===== src/rtl/wb_arbiter.sv =====
// -----------------------------------------------------------------------------
// wb_arbiter
// Arbitrates the register-file write port between the in-order pipeline
// result (A, never back-pressured) and a long-latency unit (B) whose results
// are parked in a 2-entry in-order FIFO until the write port is free.
// A always wins the port. A queued B result that waits too long raises
// stall_req so that the pipeline controller opens a slot for it.
// A younger A write to the same register kills the stale queued B results
// (write-after-write), so a late B write never overwrites newer A data.
//
// Ports
//   clk        sole clock, rising edge
//   rst_n      asynchronous active-low reset
//   a_valid    pipeline result valid (A)
//   a_waddr    A destination register
//   a_wdata    A result data
//   b_valid    long-latency result valid (B)
//   b_ready    arbiter can accept a B result this cycle
//   b_waddr    B destination register
//   b_wdata    B result data
//   we         registered regfile write enable
//   waddr      registered regfile write address
//   wdata      registered regfile write data
//   stall_req  registered request to hold a_valid low
//   q_cnt      number of queued B results (0..2)
// -----------------------------------------------------------------------------
module wb_arbiter #(
  parameter int unsigned STARVE_LIMIT = 4
) (
  input  logic        clk,
  input  logic        rst_n,
  input  logic        a_valid,
  input  logic [4:0]  a_waddr,
  input  logic [31:0] a_wdata,
  input  logic        b_valid,
  output logic        b_ready,
  input  logic [4:0]  b_waddr,
  input  logic [31:0] b_wdata,
  output logic        we,
  output logic [4:0]  waddr,
  output logic [31:0] wdata,
  output logic        stall_req,
  output logic [1:0]  q_cnt
);

  localparam logic [3:0] Limit = 4'(STARVE_LIMIT);

  // FIFO storage: entry 0 is always the head, valid entries are packed low.
  logic [4:0]  addr_q [2];
  logic [4:0]  addr_d [2];
  logic [31:0] data_q [2];
  logic [31:0] data_d [2];
  logic [1:0]  cnt_q, cnt_d;

  logic [3:0]  starve_q, starve_d;
  logic        stall_q, stall_d;
  logic        we_q, we_d;
  logic [4:0]  waddr_q, waddr_d;
  logic [31:0] wdata_q, wdata_d;

  logic        enq;
  logic        deq;
  logic [1:0]  keep;

  // Ready comes from the registered count only; a dequeue in the same cycle
  // does not open a slot for an incoming B result.
  assign b_ready = (cnt_q < 2'd2);
  assign enq     = b_valid && b_ready;
  assign deq     = !a_valid && (cnt_q != 2'd0);

  // Next-state logic: pick the write source, drop killed or dequeued
  // entries, compact the survivors towards the head, then append B.
  // The B result accepted this cycle is appended after the kill check,
  // since it is younger than the A write.
  always_comb begin
    addr_d   = addr_q;
    data_d   = data_q;
    cnt_d    = 2'd0;
    we_d     = 1'b0;
    waddr_d  = waddr_q;
    wdata_d  = wdata_q;
    starve_d = starve_q;
    stall_d  = 1'b0;
    keep     = {cnt_q > 2'd1, cnt_q > 2'd0};

    if (a_valid) begin
      if (a_waddr != 5'd0) begin
        we_d    = 1'b1;
        waddr_d = a_waddr;
        wdata_d = a_wdata;
      end
      if (addr_q[0] == a_waddr) keep[0] = 1'b0;
      if (addr_q[1] == a_waddr) keep[1] = 1'b0;
    end else if (deq) begin
      keep[0] = 1'b0;
      if (addr_q[0] != 5'd0) begin
        we_d    = 1'b1;
        waddr_d = addr_q[0];
        wdata_d = data_q[0];
      end
    end

    case (keep)
      2'b11: cnt_d = 2'd2;
      2'b01: cnt_d = 2'd1;
      2'b10: begin
        addr_d[0] = addr_q[1];
        data_d[0] = data_q[1];
        cnt_d     = 2'd1;
      end
      default: cnt_d = 2'd0;
    endcase

    if (enq) begin
      if (cnt_d == 2'd0) begin
        addr_d[0] = b_waddr;
        data_d[0] = b_wdata;
      end else begin
        addr_d[1] = b_waddr;
        data_d[1] = b_wdata;
      end
      cnt_d = cnt_d + 2'd1;
    end

    // The counter tracks how long the current head has been blocked; it
    // saturates so stall_req stays high until the head finally drains.
    if (deq || (cnt_d == 2'd0)) begin
      starve_d = 4'd0;
    end else if ((cnt_q != 2'd0) && (starve_q < Limit)) begin
      starve_d = starve_q + 4'd1;
    end
    stall_d = (starve_d == Limit);
  end

  // State registers, all cleared asynchronously.
  always_ff @(posedge clk or negedge rst_n) begin
    if (!rst_n) begin
      addr_q   <= '{default: '0};
      data_q   <= '{default: '0};
      cnt_q    <= 2'd0;
      starve_q <= 4'd0;
      stall_q  <= 1'b0;
      we_q     <= 1'b0;
      waddr_q  <= 5'd0;
      wdata_q  <= 32'd0;
    end else begin
      addr_q   <= addr_d;
      data_q   <= data_d;
      cnt_q    <= cnt_d;
      starve_q <= starve_d;
      stall_q  <= stall_d;
      we_q     <= we_d;
      waddr_q  <= waddr_d;
      wdata_q  <= wdata_d;
    end
  end

  assign we        = we_q;
  assign waddr     = waddr_q;
  assign wdata     = wdata_q;
  assign stall_req = stall_q;
  assign q_cnt     = cnt_q;

endmodule


===== config.mk =====
export PLATFORM = sky130hd
export DESIGN_NAME = wb_arbiter
export DESIGN_NICKNAME = d
export VERILOG_FILES = /design/src/rtl/wb_arbiter.sv
export SDC_FILE = /design/constraint.sdc
export NUM_CORES = 1
export LEC_CHECK = 0
export CAP_MARGIN = 20
export CORE_MARGIN = 2
export CORE_UTILIZATION = 28
export CTS_CLUSTER_DIAMETER = 200
export DETAILED_ROUTE_END_ITERATION = 8
export SYNTH_ARGS = -nofsm -noshare
export SYNTH_HDL_FRONTEND = slang
export SYNTH_SLANG_ARGS = --single-unit
export TNS_END_PERCENT = 100

===== constraint.sdc =====
create_clock -name clk -period 2.4 [get_ports clk]
set_input_delay 0.24 -clock clk [delete_from_list [all_inputs] [get_ports clk]]
set_output_delay 0.24 -clock clk [all_outputs]
set_load 0.05 [all_outputs]

==> flow_summary_export.csv <==
group,metric,value,unit
synth,async_reset_ff_share,100.0,%
timing,finalSetupTns,0,ps
setup_path,crit_path_max_fanout,7,
synth,yosysUniqueCellTypes,41,
global_routing,grt_max_degree,64,
power_and_ir_drop,leakagePower,3.280,nW
setup_path,cp.depth,2,
routing,wl_per_cell,18.46,um
setup_path,timing.rr.start,"addr_q[5]",
clock_tree,clock_sinks,119,
synth,yosys_most_used_dff,"dfrtp_1",
timing,finalWorstSetupSlack,208.8,ps
routing,first_iter_violations,246,
die,die_width,151.7,um
placement,dp.cells,912,
final_layout,final_common_cell,"dfrtp_1",
clock_tree,clk_pin_slew,60,ps
timing,rsz0062_at_grt,"false",
power_and_ir_drop,power.density,1367,nW/um^2
timing,max_slew_margin,57.81,%
synth,synth_area,6110,um^2
setup_path,reg2reg_to,"stall_req",
timing,timing.final.crit_share,91.30,%
final_layout,multi_input_area,2671,um^2
placement,port_buffers,119,
setup_path,max_stage_delay,810,ps
routing,antenna_left,0,
timing,drv_slew,0,
final_layout,final.fill_count,2120,
synth,seq_area_frac_synth,48.74,%
placement,hpwl,12.33,mm
final_layout,finalNetCount,735,
die,die_area,23020,um^2
final_layout,final_area,8374,um^2
timing,fin_worst_skew,9.263,ps
clock_tree,cts_tree,"yes",
clock_tree,numCtsBuffers,17,
global_routing,grt_pass1_wl,27.45,mm
power_and_ir_drop,peakVddDrop,0.6227,mV
final_layout,drive_gt1_share,19.85,%
die,io_pins,120,
global_routing,antenna_found_initial,4,
global_routing,grt_pass1_vias,4939,
synth,syn_avg_cell_area,11.70,um^2
final_layout,fin_cells,948,
timing,hold_slack,402.5,ps
placement,dpl_cell_area,7784,um^2
run_status,outcome,"finished, final reports clean",
final_layout,seq_area,2978,um^2
timing,layout_min_cycle_time,2191,ps
clock_tree,clockBufferDepth,2,
timing,setup_viol,0,
global_routing,grt_overflow,0,
die,start_util,28.26,%
setup_path,crit_type,"reg2out",
setup_path,r2r_setup_slack,270,ps
synth,yosys_warnings,0,
setup_path,worstPathArrival,1950,ps
synth,synthCells,522,
die,coreArea,21620,um^2
synth,synth_nets,605,
clock_tree,h-tree-depth,4,
timing,worst-slew-pin-transition,632.9,ps
routing,first_pass_iters,4,
routing,drt-vias-per-instance,4.825,
synth,synth_edf_count,0,
final_layout,layout_common_cells,"dfrtp_1, clkdlybuf4s50_1, a211oi_1, inv_1, o21ai_0",
routing,drc,0,
timing,hold_viol,0,
setup_path,path_cells,"buf_4 > clkdlybuf4s50_1",
setup_path,endpoint_kind,"primary output",
timing,max_freq,456.4,MHz
worst_hold_path,hp-class,"in2async",
die,die_h,151.7,um
setup_path,crit_required,2160,ps
setup_path,reg2reg_depth,7,
setup_path,crit_family,"buffers and inverters",
clock_tree,clockRootBuffer,"clkbuf_16",
routing,wirelength,17.50,mm
routing,vias,4574,
global_routing,grt_usage,15.91,%
setup_path,startpoint_type,"flop",
clock_tree,clock_latency,430,ps
setup_path,path_buf_inv,2,
die,core.rowCount,54,
final_layout,syn2layout_area_growth,37.07,%
setup_path,cp_slowest_cell,"clkdlybuf4s50_1",
clock_tree,post-cts-setup-buffers,0,
placement,pre_cts_ws,-174.7,ps
synth,ys_ff_latch,119,
placement,routabilityCongestion,0.7824,
run,drv_cap,0,
cells by family (layout without fill, tap and decap cells):
group                    Yosys count  in the layout  share of synthesized area [%]
multiplexers                      74             74                          12.88
adder cells (fa/ha/maj)            5              5                          1.024
AND/OR/NAND/NOR                   57             57                          4.321
XOR/XNOR                          11             11                          1.577
other                              0              3                              0
flip-flops                       119            119                          48.74
buffers and inverters             91            234                          8.151
AO/OA/AOI/OAI                    165            165                          23.31
where the power goes:
part	switching, mW	internal, mW
Clock	1.03	1.44
Combinational	3.13	2.24
Sequential	0.623	2.99
per-stage QoR:
step | utilization [%] | power, mW
2_1_floorplan | - | 7.231
3_3_place_gp | 36.00 | 8.949
3_5_place_dp | 36.00 | 9.049
4_1_cts | 38.70 | 11.56
5_1_grt | 38.71 | 12.13
6_report | 38.73 | 11.45
metal layers:
metal  vias up  global-route usage [%]  part of all wire (%)
met2       109                   26.19                    48
met4         2                   5.972                   2.2
met5         -                       0                 0.074
met3        25                   4.820                   5.3
li1       2187                       -                     -
met1      2251                   19.65                    44
worst max-delay path by stage:
stage	startpoint	endpoint	slack (ps)
after floorplan	q_cnt[1]	addr_q[0]	240
after global placement	a_waddr[4]	stall_req	-130
after detailed placement	a_waddr[4]	data_q[29]	-170
after CTS	q_cnt[1]	q_cnt[1]	200
after global routing	a_waddr[3]	data_q[30]	100
final	q_cnt[1]	q_cnt[1]	210
state kept, by name, indices dropped and copies added, names as in the netlist:
name,cells
starve_q,4
addr_q,10
q_cnt,2
wdata,32
waddr,5
stall_req,1
data_q,64
we,1
Yosys cell counts, types with 13 or more instances:
cell / count / area [um^2]
inv_1: 42 / 157.7
mux2i_1: 37 / 370.4
o21ai_0: 41 / 205.2
nand2_1: 40 / 150.1
a211oi_1: 63 / 473.0
dfrtp_1: 119 / 2978
a311oi_2: 30 / 450.4
buf_6: 13 / 146.4
buf_2: 19 / 95.09
mux2_1: 30 / 337.8
timing repair:
action / CTS / global route
hold buffers: 1 / 0
gates resized for setup: 0 / 0
hold endpoints to repair: 61 / 0
cell type report:
| cell class | instances | area share, % |
|---|---|---|
| Timing Repair Buffer | 159 | 19.50 |
| Tap cell | 280 | 4.183 |
| Clock inverter | 15 | 1.763 |
| Sequential cell | 119 | 35.56 |
| Multi-Input combinational cell | 312 | 31.90 |
| Clock buffer | 17 | 5.080 |
| Antenna cell | 3 | 0.08965 |
| Inverter | 43 | 1.927 |
(Power assumes the default switching activity.)
